==> src/rtl/uart_rx_pkg.sv <==
// Shared types and sizing helpers for the UART receive sequencer.
package uart_rx_pkg;

  typedef enum logic [2:0] {
    IDLE,
    START,
    DATA,
    PARITY,
    STOP,
    LOAD
  } rx_state_t;

  // Bit-period counter width: must be able to hold CLKS_PER_BIT itself.
  function automatic int cnt_width(input int clks_per_bit);
    return $clog2(clks_per_bit + 1);
  endfunction

endpackage

==> src/rtl/rx_bit_timer.sv <==
// Bit-period counter for the UART receiver. Counts while enabled and
// pulses sample_tick_o for one cycle when tc_i cycles have elapsed since
// the last clear or tick, then wraps to zero.
module rx_bit_timer
  import uart_rx_pkg::*;
#(
  parameter int CNT_W = 4
) (
  input  logic             clk,
  input  logic             rst,
  input  logic             clr_i,
  input  logic             en_i,
  input  logic [CNT_W-1:0] tc_i,
  output logic             sample_tick_o
);

  logic [CNT_W-1:0] cnt_q;
  logic [CNT_W-1:0] cnt_d;

  assign sample_tick_o = en_i && (cnt_q == (tc_i - CNT_W'(1)));

  // Next count: clear dominates, wrap to zero on the sample tick.
  always_comb begin
    cnt_d = cnt_q;
    if (clr_i) begin
      cnt_d = '0;
    end else if (en_i) begin
      if (sample_tick_o) cnt_d = '0;
      else               cnt_d = cnt_q + CNT_W'(1);
    end
  end

  // Counter register.
  always_ff @(posedge clk or posedge rst) begin
    if (rst) cnt_q <= '0;
    else     cnt_q <= cnt_d;
  end

endmodule

==> src/rtl/uart_rx_ctrl.sv <==
// UART receive sequencer: synchronises the line, finds the start bit,
// samples mid-bit, assembles an LSB-first frame, checks the stop bit and
// hands the byte to the host with a ready/read handshake.
// Optional even-parity checking is compiled in with PARITY_CHECK_EN.
module uart_rx_ctrl
  import uart_rx_pkg::*;
#(
  parameter int CLKS_PER_BIT = 10,
  parameter int DATA_BITS    = 8
) (
  input  logic                 clk,
  input  logic                 rst,
  input  logic                 serial_in,
  input  logic                 data_read,
  output logic [DATA_BITS-1:0] rx_data,
  output logic                 data_ready,
  output logic                 overrun_error,
  output logic                 framing_error,
  output logic                 parity_error,
  output logic                 busy
);

  localparam int CNT_W = cnt_width(CLKS_PER_BIT);
  localparam int HALF  = CLKS_PER_BIT / 2;
  localparam int BC_W  = $clog2(DATA_BITS + 1);

  rx_state_t            state_q, state_d;
  logic                 sync1_q, sync2_q, prev_q;
  logic [BC_W-1:0]      bitcnt_q;
  logic [DATA_BITS-1:0] shift_q;
  logic [DATA_BITS-1:0] rx_data_q;
  logic                 ready_q, overrun_q, framing_q;
  logic                 tick;
  logic [CNT_W-1:0]     tc;
  logic                 fall;
  logic                 last_bit;

  assign fall     = prev_q && !sync2_q;
  assign last_bit = (bitcnt_q == BC_W'(DATA_BITS - 1));
  assign tc       = (state_q == START) ? CNT_W'(HALF) : CNT_W'(CLKS_PER_BIT);

  rx_bit_timer #(
    .CNT_W(CNT_W)
  ) u_timer (
    .clk          (clk),
    .rst          (rst),
    .clr_i        (state_q == IDLE),
    .en_i         ((state_q != IDLE) && (state_q != LOAD)),
    .tc_i         (tc),
    .sample_tick_o(tick)
  );

  // Two-flop synchroniser plus the edge-detect flop; line idles high.
  always_ff @(posedge clk or posedge rst) begin
    if (rst) begin
      sync1_q <= 1'b1;
      sync2_q <= 1'b1;
      prev_q  <= 1'b1;
    end else begin
      sync1_q <= serial_in;
      sync2_q <= sync1_q;
      prev_q  <= sync2_q;
    end
  end

  // State register.
  always_ff @(posedge clk or posedge rst) begin
    if (rst) state_q <= IDLE;
    else     state_q <= state_d;
  end

  // Next-state logic; every decision beyond IDLE waits for a sample tick.
  always_comb begin
    state_d = state_q;
    unique case (state_q)
      IDLE:   if (fall) state_d = START;
      START:  if (tick) state_d = sync2_q ? IDLE : DATA;
`ifdef PARITY_CHECK_EN
      DATA:   if (tick && last_bit) state_d = PARITY;
`else
      DATA:   if (tick && last_bit) state_d = STOP;
`endif
      PARITY: if (tick) state_d = STOP;
      STOP:   if (tick) state_d = sync2_q ? LOAD : IDLE;
      LOAD:   state_d = IDLE;
      default: state_d = IDLE;
    endcase
  end

  // Bit counter: cleared in START, counts sampled data bits up to DATA_BITS.
  always_ff @(posedge clk or posedge rst) begin
    if (rst) begin
      bitcnt_q <= '0;
    end else if (state_q == START) begin
      bitcnt_q <= '0;
    end else if ((state_q == DATA) && tick) begin
      bitcnt_q <= bitcnt_q + BC_W'(1);
    end
  end

  // Shift register: new bit enters at the MSB so the first bit ends at the LSB.
  always_ff @(posedge clk) begin
    if ((state_q == DATA) && tick) shift_q <= {sync2_q, shift_q[DATA_BITS-1:1]};
  end

`ifdef PARITY_CHECK_EN
  logic par_bit_q;
  logic parity_q;

  // Capture the received parity bit.
  always_ff @(posedge clk) begin
    if ((state_q == PARITY) && tick) par_bit_q <= sync2_q;
  end

  // Parity flag, updated only when a frame is loaded.
  always_ff @(posedge clk or posedge rst) begin
    if (rst)                  parity_q <= 1'b0;
    else if (state_q == LOAD) parity_q <= (^shift_q) ^ par_bit_q;
  end

  assign parity_error = parity_q;
`else
  assign parity_error = 1'b0;
`endif

  // Host-facing data and flags; a load takes priority over a coincident read.
  always_ff @(posedge clk or posedge rst) begin
    if (rst) begin
      rx_data_q <= '0;
      ready_q   <= 1'b0;
      overrun_q <= 1'b0;
      framing_q <= 1'b0;
    end else if (state_q == LOAD) begin
      rx_data_q <= shift_q;
      ready_q   <= 1'b1;
      overrun_q <= ready_q && !data_read;
      framing_q <= 1'b0;
    end else begin
      if ((state_q == STOP) && tick && !sync2_q) framing_q <= 1'b1;
      if (data_read) begin
        ready_q   <= 1'b0;
        overrun_q <= 1'b0;
      end
    end
  end

  assign rx_data       = rx_data_q;
  assign data_ready    = ready_q;
  assign overrun_error = overrun_q;
  assign framing_error = framing_q;
  assign busy          = (state_q != IDLE);

endmodule
==> config.mk <==
export PLATFORM = sky130hd
export DESIGN_NAME = uart_rx_ctrl
export DESIGN_NICKNAME = d
export VERILOG_FILES = /design/src/rtl/uart_rx_pkg.sv /design/src/rtl/rx_bit_timer.sv /design/src/rtl/uart_rx_ctrl.sv
export SDC_FILE = /design/constraint.sdc
export NUM_CORES = 1
export LEC_CHECK = 0
export CAP_MARGIN = 20
export CORE_MARGIN = 3
export CORE_UTILIZATION = 50
export DETAILED_ROUTE_END_ITERATION = 10
export PLACE_DENSITY = 0.7
export SLEW_MARGIN = 20
export SYNTH_ARGS = -nofsm -noshare
export SYNTH_HDL_FRONTEND = slang
export SYNTH_HIERARCHICAL = 1
export SYNTH_SLANG_ARGS = --single-unit
==> constraint.sdc <==
create_clock -name clk -period 4.35 [get_ports clk]
set_clock_uncertainty 0.2 [all_clocks]
set_input_delay 1.305 -clock clk [delete_from_list [all_inputs] [get_ports clk]]
set_output_delay 1.305 -clock clk [all_outputs]
set_load 0.01 [all_outputs]
==> results.rst, run 1 <==
.. list-table::
   :header-rows: 1

   * - Metric
     - Value
   * - Result of the run
     - completed
   * - Maximum number of pins on one net before global-route repair
     - 22
   * - Max Cap Viol
     - 0
   * - Post-CTS Repair Setup Buffers
     - 0
   * - Comb pwr share
     - 38.2%
   * - Number of flip-flops and latches in the synthesized netlist
     - 33
   * - Number of antenna violations at the first check in global routing
     - 0
   * - Setup repair after global routing missed its margin
     - no
   * - Switching portion of total power
     - 34.8%
   * - Count of hold buffers inserted by post-cts repair
     - 0
   * - Kind of cell with the highest combined delay on the critical path
     - simple AND/OR/NAND/NOR gates
   * - Area inside the core boundary
     - 2850 sq um
   * - Post-Synthesis Net Count
     - 129
   * - First-pass GRT wire length
     - 4170 microns
   * - Area overhead of the layout relative to synthesis
     - 14.1%
   * - I/O Buffers
     - 15
   * - P_int
     - 0.000667 W
   * - Reg-to-Reg Start
     - state_q[0]$_DFFE_PP0P_
   * - CP Capture Type
     - flop
   * - Dpl hpwl
     - 1710 microns
   * - Met3 wirelength from detailed routing
     - 104 microns
   * - Worst Path Max Fanout
     - 12
   * - DRC violation count after routing
     - 0
   * - Part of the power in registers
     - 40.4%
   * - Congestion Overflow GR
     - 0
   * - Critical path arrival
     - about 3600 ps
   * - Number of standard cells in the layout, taps in and fillers out
     - 170
   * - Number of violations reported at the end of detailed-routing iteration 0
     - 21
   * - Critical R2R Capture
     - bitcnt_q[1]$_DFFE_PP0P_
   * - Total count of max-transition violations in the final report
     - 0
   * - CP cell instances
     - nor3b_2, inv_1, inv_1, ha_1, xor2_1, nand3_1, nor3_2, buf_4, and4bb_1, mux2i_1, nor2_1
   * - Final worst-path setup slack
     - between 700 and 800 ps
   * - Cells after DPL
     - approximately 160
   * - Insertion delay to the later sink of the worst-skew pair
     - 330 ps
   * - Number of buffers and inverters on the critical path
     - 3
   * - Number of global-route vias before repair
     - 958
   * - Clk network pwr share
     - 21.3%
   * - Antenna-violating nets left
     - 0
   * - Ratio of cells with drive above 1 in the final layout
     - about a fifth
   * - Sink count of the clock tree
     - 33
   * - Critical Path RT
     - 4340 ps
   * - Delay of the slowest cell on the worst path
     - 610 ps
   * - Post-synthesis instance area
     - approximately 1600 sq um
   * - Highest ir drop seen on vdd
     - approximately 0.00033 V
   * - Hold Path Class
     - flop to flop
   * - Fraction of the cycle the final worst path needs
     - a little over four fifths
   * - Routed wire length per instance
     - approximately 15 microns
   * - Highest achievable clock rate
     - 0.275 GHz
   * - Startpoint class of the critical path
     - flop
   * - Post-CTS Resized
     - 0
   * - Vias per Instance
     - 5.58
   * - Worst slack at placement
     - 712 ps
   * - Top metal layer carrying routed signals
     - met4
   * - Top-level I/O count
     - 17
   * - Metal-1 WL
     - around 1200 microns
   * - Total number of yosys warnings
     - 6
   * - Sum of met2 wire segment lengths after detailed routing
     - 1130 microns
   * - Die span in x
     - 61.7 microns
   * - Routed wire length
     - 2480 microns
   * - H-Tree Depth
     - 2
   * - Share of synthesized flip-flops with an asynchronous set or reset
     - 75.8%
   * - NumNets Final
     - 145
   * - Post-route worst hold slack
     - 163 ps
   * - Die Height
     - 61.7 microns
   * - Share of the core filled with cells
     - approximately 62%
   * - All-layer global routing usage
     - 15.3%
   * - Avg Cell Area, Syn
     - 12.7 sq um
   * - Starting density of the core
     - 54.3%
   * - Static Leak
     - 0.823 nW
   * - Master of the slowest instance on the critical path
     - sky130_fd_sc_hd__nor3b_2
   * - Prevailing post-synth register cell
     - sky130_fd_sc_hd__dfrtp_1
   * - Slew at the pin with the worst max-slew slack
     - 811 ps
   * - Num CTS Buffers
     - 5
   * - Antenna diodes
     - 0
   * - Worst Path Class, Setup
     - flop to flop
   * - Number of instances in the synthesized netlist
     - 122
   * - Worst slew margin relative to its limit
     - 45.9%
   * - Clock-pin transition on the worst setup and hold timing paths
     - 100 ps
   * - Count of distinct cell types in the synthesized netlist
     - 43
   * - Clock tree from TritonCTS
     - yes
   * - Cell with the most instances on the worst path
     - sky130_fd_sc_hd__inv_1
   * - Clock buffer depth
     - 2
   * - Via count
     - 949
   * - Root cell of the clock tree
     - sky130_fd_sc_hd__clkbuf_4
   * - Placement Rows
     - 19
   * - Final Critical Period
     - 3640 ps
   * - Final sum of negative setup slack
     - 0 ps
   * - Count of flip-flops with a built-in enable after synthesis
     - 8
   * - Worst Hold End
     - sync2_q$_DFF_PP1_
   * - Final count of negative-setup-slack endpoints
     - 0
   * - Routability-driven placement congestion ratio
     - between 0.8 and 0.9
   * - Detailed Routing Iterations Pass 1
     - 4
   * - Sequential fraction of the synthesis area
     - 56.1%
   * - Die Area
     - 3800 sq um
   * - Hold path startpoint
     - sync1_q$_DFF_PP1_
   * - Slack of the worst reg-to-reg path
     - 710 ps
   * - Count of endpoints failing hold in the final timing report
     - 0
   * - Instance count along the most critical hold path
     - 0
   * - Power per standard cell area
     - 578 nW/um^2
   * - Worst R2R Path Depth
     - 11
   * - NetSw
     - around 0.00036 W
power groups by stage:
stage / clock network [W] / logic, W / registers [W]
floorplan: 0 / 0.000318 / 0.000401
global placement: 0 / 0.000379 / 0.000415
detailed placement: 0 / 0.000389 / 0.000419
CTS: 0.000226 / 0.000391 / 0.000413
global route: 0.000240 / 0.000441 / 0.000422
finish: 0.000218 / 0.000391 / 0.000413
synth_stat cells, types with 2 or more instances:
library cell	count	share of area, %
sky130_fd_sc_hd__dfrtp_1	22	36
sky130_fd_sc_hd__inv_1	10	2.4
sky130_fd_sc_hd__edfxtp_1	8	15
sky130_fd_sc_hd__mux2_2	8	5.8
sky130_fd_sc_hd__nand2_1	6	1.5
sky130_fd_sc_hd__nor2_1	6	1.5
sky130_fd_sc_hd__mux2i_1	4	2.6
sky130_fd_sc_hd__o21ai_0	4	1.3
sky130_fd_sc_hd__xor2_1	4	2.3
sky130_fd_sc_hd__a31oi_1	3	1.2
sky130_fd_sc_hd__buf_2	3	0.97
sky130_fd_sc_hd__dfstp_2	3	5.1
sky130_fd_sc_hd__ha_1	3	2.4
sky130_fd_sc_hd__nand3_1	3	0.97
sky130_fd_sc_hd__a21oi_1	2	0.65
sky130_fd_sc_hd__buf_4	2	0.97
sky130_fd_sc_hd__buf_6	2	1.5
sky130_fd_sc_hd__nor2b_1	2	0.81
sky130_fd_sc_hd__nor3_2	2	1.3
sky130_fd_sc_hd__xnor2_1	2	1.1
placed cells by master, fill, tap and decap left out, types with 2 or more instances in the layout:
master                            Yosys  routed
sky130_fd_sc_hd__dfrtp_1             22      22
sky130_fd_sc_hd__clkdlybuf4s50_1      0      15
sky130_fd_sc_hd__inv_1               10      10
sky130_fd_sc_hd__mux2_2               8       8
sky130_fd_sc_hd__edfxtp_1             8       8
sky130_fd_sc_hd__nor2_1               6       6
sky130_fd_sc_hd__nand2_1              6       6
sky130_fd_sc_hd__clkbuf_4             0       5
sky130_fd_sc_hd__mux2i_1              4       4
sky130_fd_sc_hd__o21ai_0              4       4
sky130_fd_sc_hd__xor2_1               4       4
sky130_fd_sc_hd__nand3_1              3       3
sky130_fd_sc_hd__a31oi_1              3       3
sky130_fd_sc_hd__ha_1                 3       3
sky130_fd_sc_hd__dfstp_2              3       3
sky130_fd_sc_hd__a21oi_1              2       2
sky130_fd_sc_hd__xnor2_1              2       2
sky130_fd_sc_hd__nor3_2               2       2
sky130_fd_sc_hd__nor2b_1              2       2
cell families after synthesis:
kind of cell             Yosys count  synth area share, %
AND/OR/NAND/NOR                   34                 15.6
XOR/XNOR                           8                 5.49
other                              1                0.242
buffers and inverters             17                 5.81
multiplexers                      12                 8.39
flip-flops                        33                 56.1
AO/OA/AOI/OAI                     14                 5.97
adder cells (fa/ha/maj)            3                 2.42
final cells by class:
cell class              instances  area (sq um)
multi-input cells              72           591
clock inverters                 2          33.8
repair buffers                 16           158
inverters                      10          37.5
fillers                       236          1080
clock buffers                   6          41.3
well taps                      31          38.8
flip-flops and latches         33           870
sequential cells by signal, summed over array words and instances, names as in the netlist:
register	flops
bitcnt_q	4
data_ready	1
framing_error	1
overrun_error	1
prev_q	1
rx_data	8
shift_q	8
state_q	3
sync1_q	1
sync2_q	1
u_timer/cnt_q	4
through the flow:
stage | total power [W] | instance area [sq um]
after global routing | 0.00110 | 1770
after floorplan | 0.000719 | 1550
after detailed placement | 0.000808 | 1690
after CTS | 0.00103 | 1770
after global placement | 0.000794 | 1690
final | 0.00102 | 1770
per-layer routing:
layer / global-route usage, % / up-vias
li1: - / 456
met1: 19.8 / 460
met2: 23.5 / 24
met3: 4.61 / 9
met4: 6.97 / 0
met5: 0 / -
worst max-delay path by stage:
stage,start,endpoint,cells after the start
floorplan,state_q[2]$_DFFE_PP0P_,bitcnt_q[1]$_DFFE_PP0P_,12
global placement,state_q[0]$_DFFE_PP0P_,bitcnt_q[1]$_DFFE_PP0P_,11
detailed placement,state_q[0]$_DFFE_PP0P_,bitcnt_q[1]$_DFFE_PP0P_,11
CTS,state_q[0]$_DFFE_PP0P_,bitcnt_q[1]$_DFFE_PP0P_,11
global route,state_q[0]$_DFFE_PP0P_,bitcnt_q[1]$_DFFE_PP0P_,11
finish,state_q[0]$_DFFE_PP0P_,bitcnt_q[1]$_DFFE_PP0P_,11
(Power assumes the default switching activity.)
==> inputs of run 2 (changes only) <==
==> constraint.sdc (replaced) <==
create_clock -name clk -period 3.6 [get_ports clk]
set_clock_uncertainty 0.2 [all_clocks]
set_input_delay 1.08 -clock clk [delete_from_list [all_inputs] [get_ports clk]]
set_output_delay 1.08 -clock clk [all_outputs]
set_load 0.01 [all_outputs]
==> results.rst, run 2 (synthesis gave the netlist of run 1 again) <==
.. list-table::
   :header-rows: 1

   * - Metric
     - Value
   * - Antenna-violating nets left
     - 0 (unchanged)
   * - Maximum number of pins on one net before global-route repair
     - 22 (unchanged)
   * - Cells after DPL
     - 164 (+1.2%)
   * - Area overhead of the layout relative to synthesis
     - 15.5%
   * - Max Cap Viol
     - 0 (unchanged)
   * - Number of antenna violations at the first check in global routing
     - 0 (unchanged)
   * - Vias per Instance
     - 5.44 (-2.5%)
   * - Top-level I/O count
     - 17 (unchanged)
   * - Fraction of the cycle the final worst path needs
     - 91.6% (+8.0 points)
   * - Routed wire length
     - 2510 microns (+1.1%)
   * - Clock buffer depth
     - 2 (unchanged)
   * - Worst slew margin relative to its limit
     - 47.5% (+1.6 points)
   * - Critical Path RT
     - 3600 ps (-740 ps)
   * - DRC violation count after routing
     - 0 (unchanged)
   * - Num CTS Buffers
     - 5 (unchanged)
   * - Final count of negative-setup-slack endpoints
     - 0 (unchanged)
   * - Worst Path Class, Setup
     - flop to flop
   * - Insertion delay to the later sink of the worst-skew pair
     - 330 ps (about the same)
   * - First-pass GRT wire length
     - 4020 microns (-3.5%)
   * - Area inside the core boundary
     - 2850 sq um (unchanged)
   * - All-layer global routing usage
     - 15.2% (-0.12 points)
   * - Most common library cell in the layout ignoring fill and taps
     - sky130_fd_sc_hd__dfrtp_1
   * - Routed wire length per instance
     - 14.6 microns (about the same)
   * - Overall power of the completed layout
     - 0.00127 W (+24%)
   * - Die Height
     - 61.7 microns (unchanged)
   * - Final sum of negative setup slack
     - 0 ps (unchanged)
   * - Final Critical Period
     - 3300 ps (-340 ps)
   * - Die Area
     - 3800 sq um (unchanged)
   * - Commonest non-fill, non-tap cells in the layout
     - 22 x sky130_fd_sc_hd__dfrtp_1, 15 x sky130_fd_sc_hd__clkdlybuf4s50_1, 10 x sky130_fd_sc_hd__inv_1, 8 x sky130_fd_sc_hd__mux2_2, 8 x sky130_fd_sc_hd__edfxtp_1
   * - Hold Path Class
     - flop to flop
   * - Startpoint class of the critical path
     - flop
   * - Congestion Overflow GR
     - 0 (unchanged)
   * - Sink count of the clock tree
     - 33 (unchanged)
   * - Via count
     - 936 (-1.4%)
   * - Highest achievable clock rate
     - 0.303 GHz (+10%)
   * - Highest ir drop seen on vdd
     - 0.000401 V (+22%)
   * - Total count of max-transition violations in the final report
     - 0 (unchanged)
   * - Count of endpoints failing hold in the final timing report
     - 0 (unchanged)
   * - Ratio of cells with drive above 1 in the final layout
     - 22.0% (+1.8 points)
   * - NumNets Final
     - 147 (+1.4%)
   * - Setup repair after global routing missed its margin
     - no
   * - I/O Buffers
     - 15 (unchanged)
   * - Antenna diodes
     - 0 (unchanged)
   * - Power per standard cell area
     - 708 nW/um^2 (+23%)
   * - Dpl hpwl
     - 1710 microns (-0.48%)
   * - Root cell of the clock tree
     - sky130_fd_sc_hd__clkbuf_4
   * - Worst Path Max Fanout
     - 12 (unchanged)
   * - H-Tree Depth
     - 2 (unchanged)
   * - CP Capture Type
     - flop
   * - Clock-pin transition on the worst setup and hold timing paths
     - 100 ps (about the same)
   * - Slew at the pin with the worst max-slew slack
     - 786 ps (-24.7 ps)
   * - Starting density of the core
     - 54.3% (unchanged)
   * - Die span in x
     - 61.7 microns (unchanged)
   * - Result of the run
     - completed
   * - Routability-driven placement congestion ratio
     - 0.840 (-2.2%)
   * - Count of hold buffers inserted by post-cts repair
     - 0 (unchanged)
   * - Number of violations reported at the end of detailed-routing iteration 0
     - 29 (+38%)
   * - Placement Rows
     - 19 (unchanged)
   * - Detailed Routing Iterations Pass 1
     - 4 (unchanged)
   * - Number of standard cells in the layout, taps in and fillers out
     - 172 (+1.2%)
   * - Number of global-route vias before repair
     - 886 (-7.5%)
   * - Post-CTS Repair Setup Buffers
     - 0 (unchanged)
   * - Clock tree from TritonCTS
     - yes
   * - Static Leak
     - 0.834 nW (+1.3%)
   * - Critical path arrival
     - 3300 ps (-330 ps)
-- run 2: changes by cell type in the layout (fill, tap and decap cells not counted) --
cell                       change
sky130_fd_sc_hd__and4bb_1      -1
sky130_fd_sc_hd__and4bb_2      +1
sky130_fd_sc_hd__buf_4         +2
sky130_fd_sc_hd__nor3_2        -1
sky130_fd_sc_hd__nor3_4        +1
-- run 2: routing by layer --
| layer | vias up | track usage, % | share of wire, % |
|---|---|---|---|
| met1 | 456 | 18.5 | 46 |
| met3 | 2 | 8.39 | 5.5 |
| met4 | 0 | 6.06 | 0.76 |
| li1 | 459 | - | - |
| met2 | 19 | 22.3 | 48 |
| met5 | - | 0 | 0 |
-- run 2: timing repair --
action / CTS / global route
endpoints found under the setup margin: 1 / 12
pin swaps: 0 / 0
gates resized for setup: 1 / 1
-- run 2: worst max-delay path: stages (launching register included) --
cell                       delay (ps)
sky130_fd_sc_hd__dfrtp_1          540
sky130_fd_sc_hd__nor3b_2          370
sky130_fd_sc_hd__inv_1            200
sky130_fd_sc_hd__inv_1             90
sky130_fd_sc_hd__ha_1             230
sky130_fd_sc_hd__xor2_1           130
sky130_fd_sc_hd__nand3_1          150
sky130_fd_sc_hd__nor3_4           430
sky130_fd_sc_hd__and4bb_2         550
sky130_fd_sc_hd__mux2i_1          230
sky130_fd_sc_hd__nor2_1            50
-- run 2: metrics by stage --
stage / instance area (sq um) / utilization (%) / setup slack (ps) / hold WS (ps)
global placement: 1710 / 59.9 / 268 / 147
detailed placement: 1710 / 59.9 / 93.0 / 148
CTS: 1780 / 62.5 / 119 / 164
floorplan: 1550 / - / 429 / 145
global route: 1790 / 62.8 / 44.7 / 173
finish: 1790 / 62.8 / 302 / 164
-- run 2: path summary, 6_finish.rpt --
kind / cells after the start / start / to / slack (ps)
max: 10 / state_q[0]$_DFFE_PP0P_ / bitcnt_q[1]$_DFFE_PP0P_ / 300
min: 0 / sync1_q$_DFF_PP1_ / sync2_q$_DFF_PP1_ / 160
max reg2reg: 10 / state_q[0]$_DFFE_PP0P_ / bitcnt_q[1]$_DFFE_PP0P_ / 300
min reg2reg: 0 / sync1_q$_DFF_PP1_ / sync2_q$_DFF_PP1_ / 160
max in group asynchronous: 2 / rst / overrun_error$_DFFE_PP0P_ / 1690
min in group asynchronous: 2 / rst / u_timer/cnt_q[0]$_DFFE_PP0P_ / 760
-- run 2: power by group --
part | total, W | switching, W | internal (W) | leakage [nW]
clock | 0.000263 | 0.000119 | 0.000145 | 0.0399
sequential | 0.000496 | 0.0000591 | 0.000437 | 0.401
combinational | 0.000509 | 0.000271 | 0.000238 | 0.393
total | 0.00127 | 0.000449 | 0.000820 | 0.834
-- run 2: final cells by class --
| class | instances | area [sq um] |
|---|---|---|
| tap | 31 | 38.8 |
| multi-input combinational | 72 | 597 |
| fill | 237 | 1060 |
| inverter | 10 | 37.5 |
| timing repair buffer | 18 | 173 |
| clock inverter | 2 | 33.8 |
| sequential | 33 | 870 |
| clock buffer | 6 | 41.3 |
==> inputs of run 3 (changes only) <==
--- a/config.mk
+++ b/config.mk
@@ -10,6 +10,7 @@
 export CORE_UTILIZATION = 50
 export DETAILED_ROUTE_END_ITERATION = 10
 export PLACE_DENSITY = 0.7
+export SKIP_LAST_GASP = 1
 export SLEW_MARGIN = 20
 export SYNTH_ARGS = -nofsm -noshare
 export SYNTH_HDL_FRONTEND = slang
==> results of run 3 <==
Same layout as run 2: the final DEF is identical, and so are final timing and power.
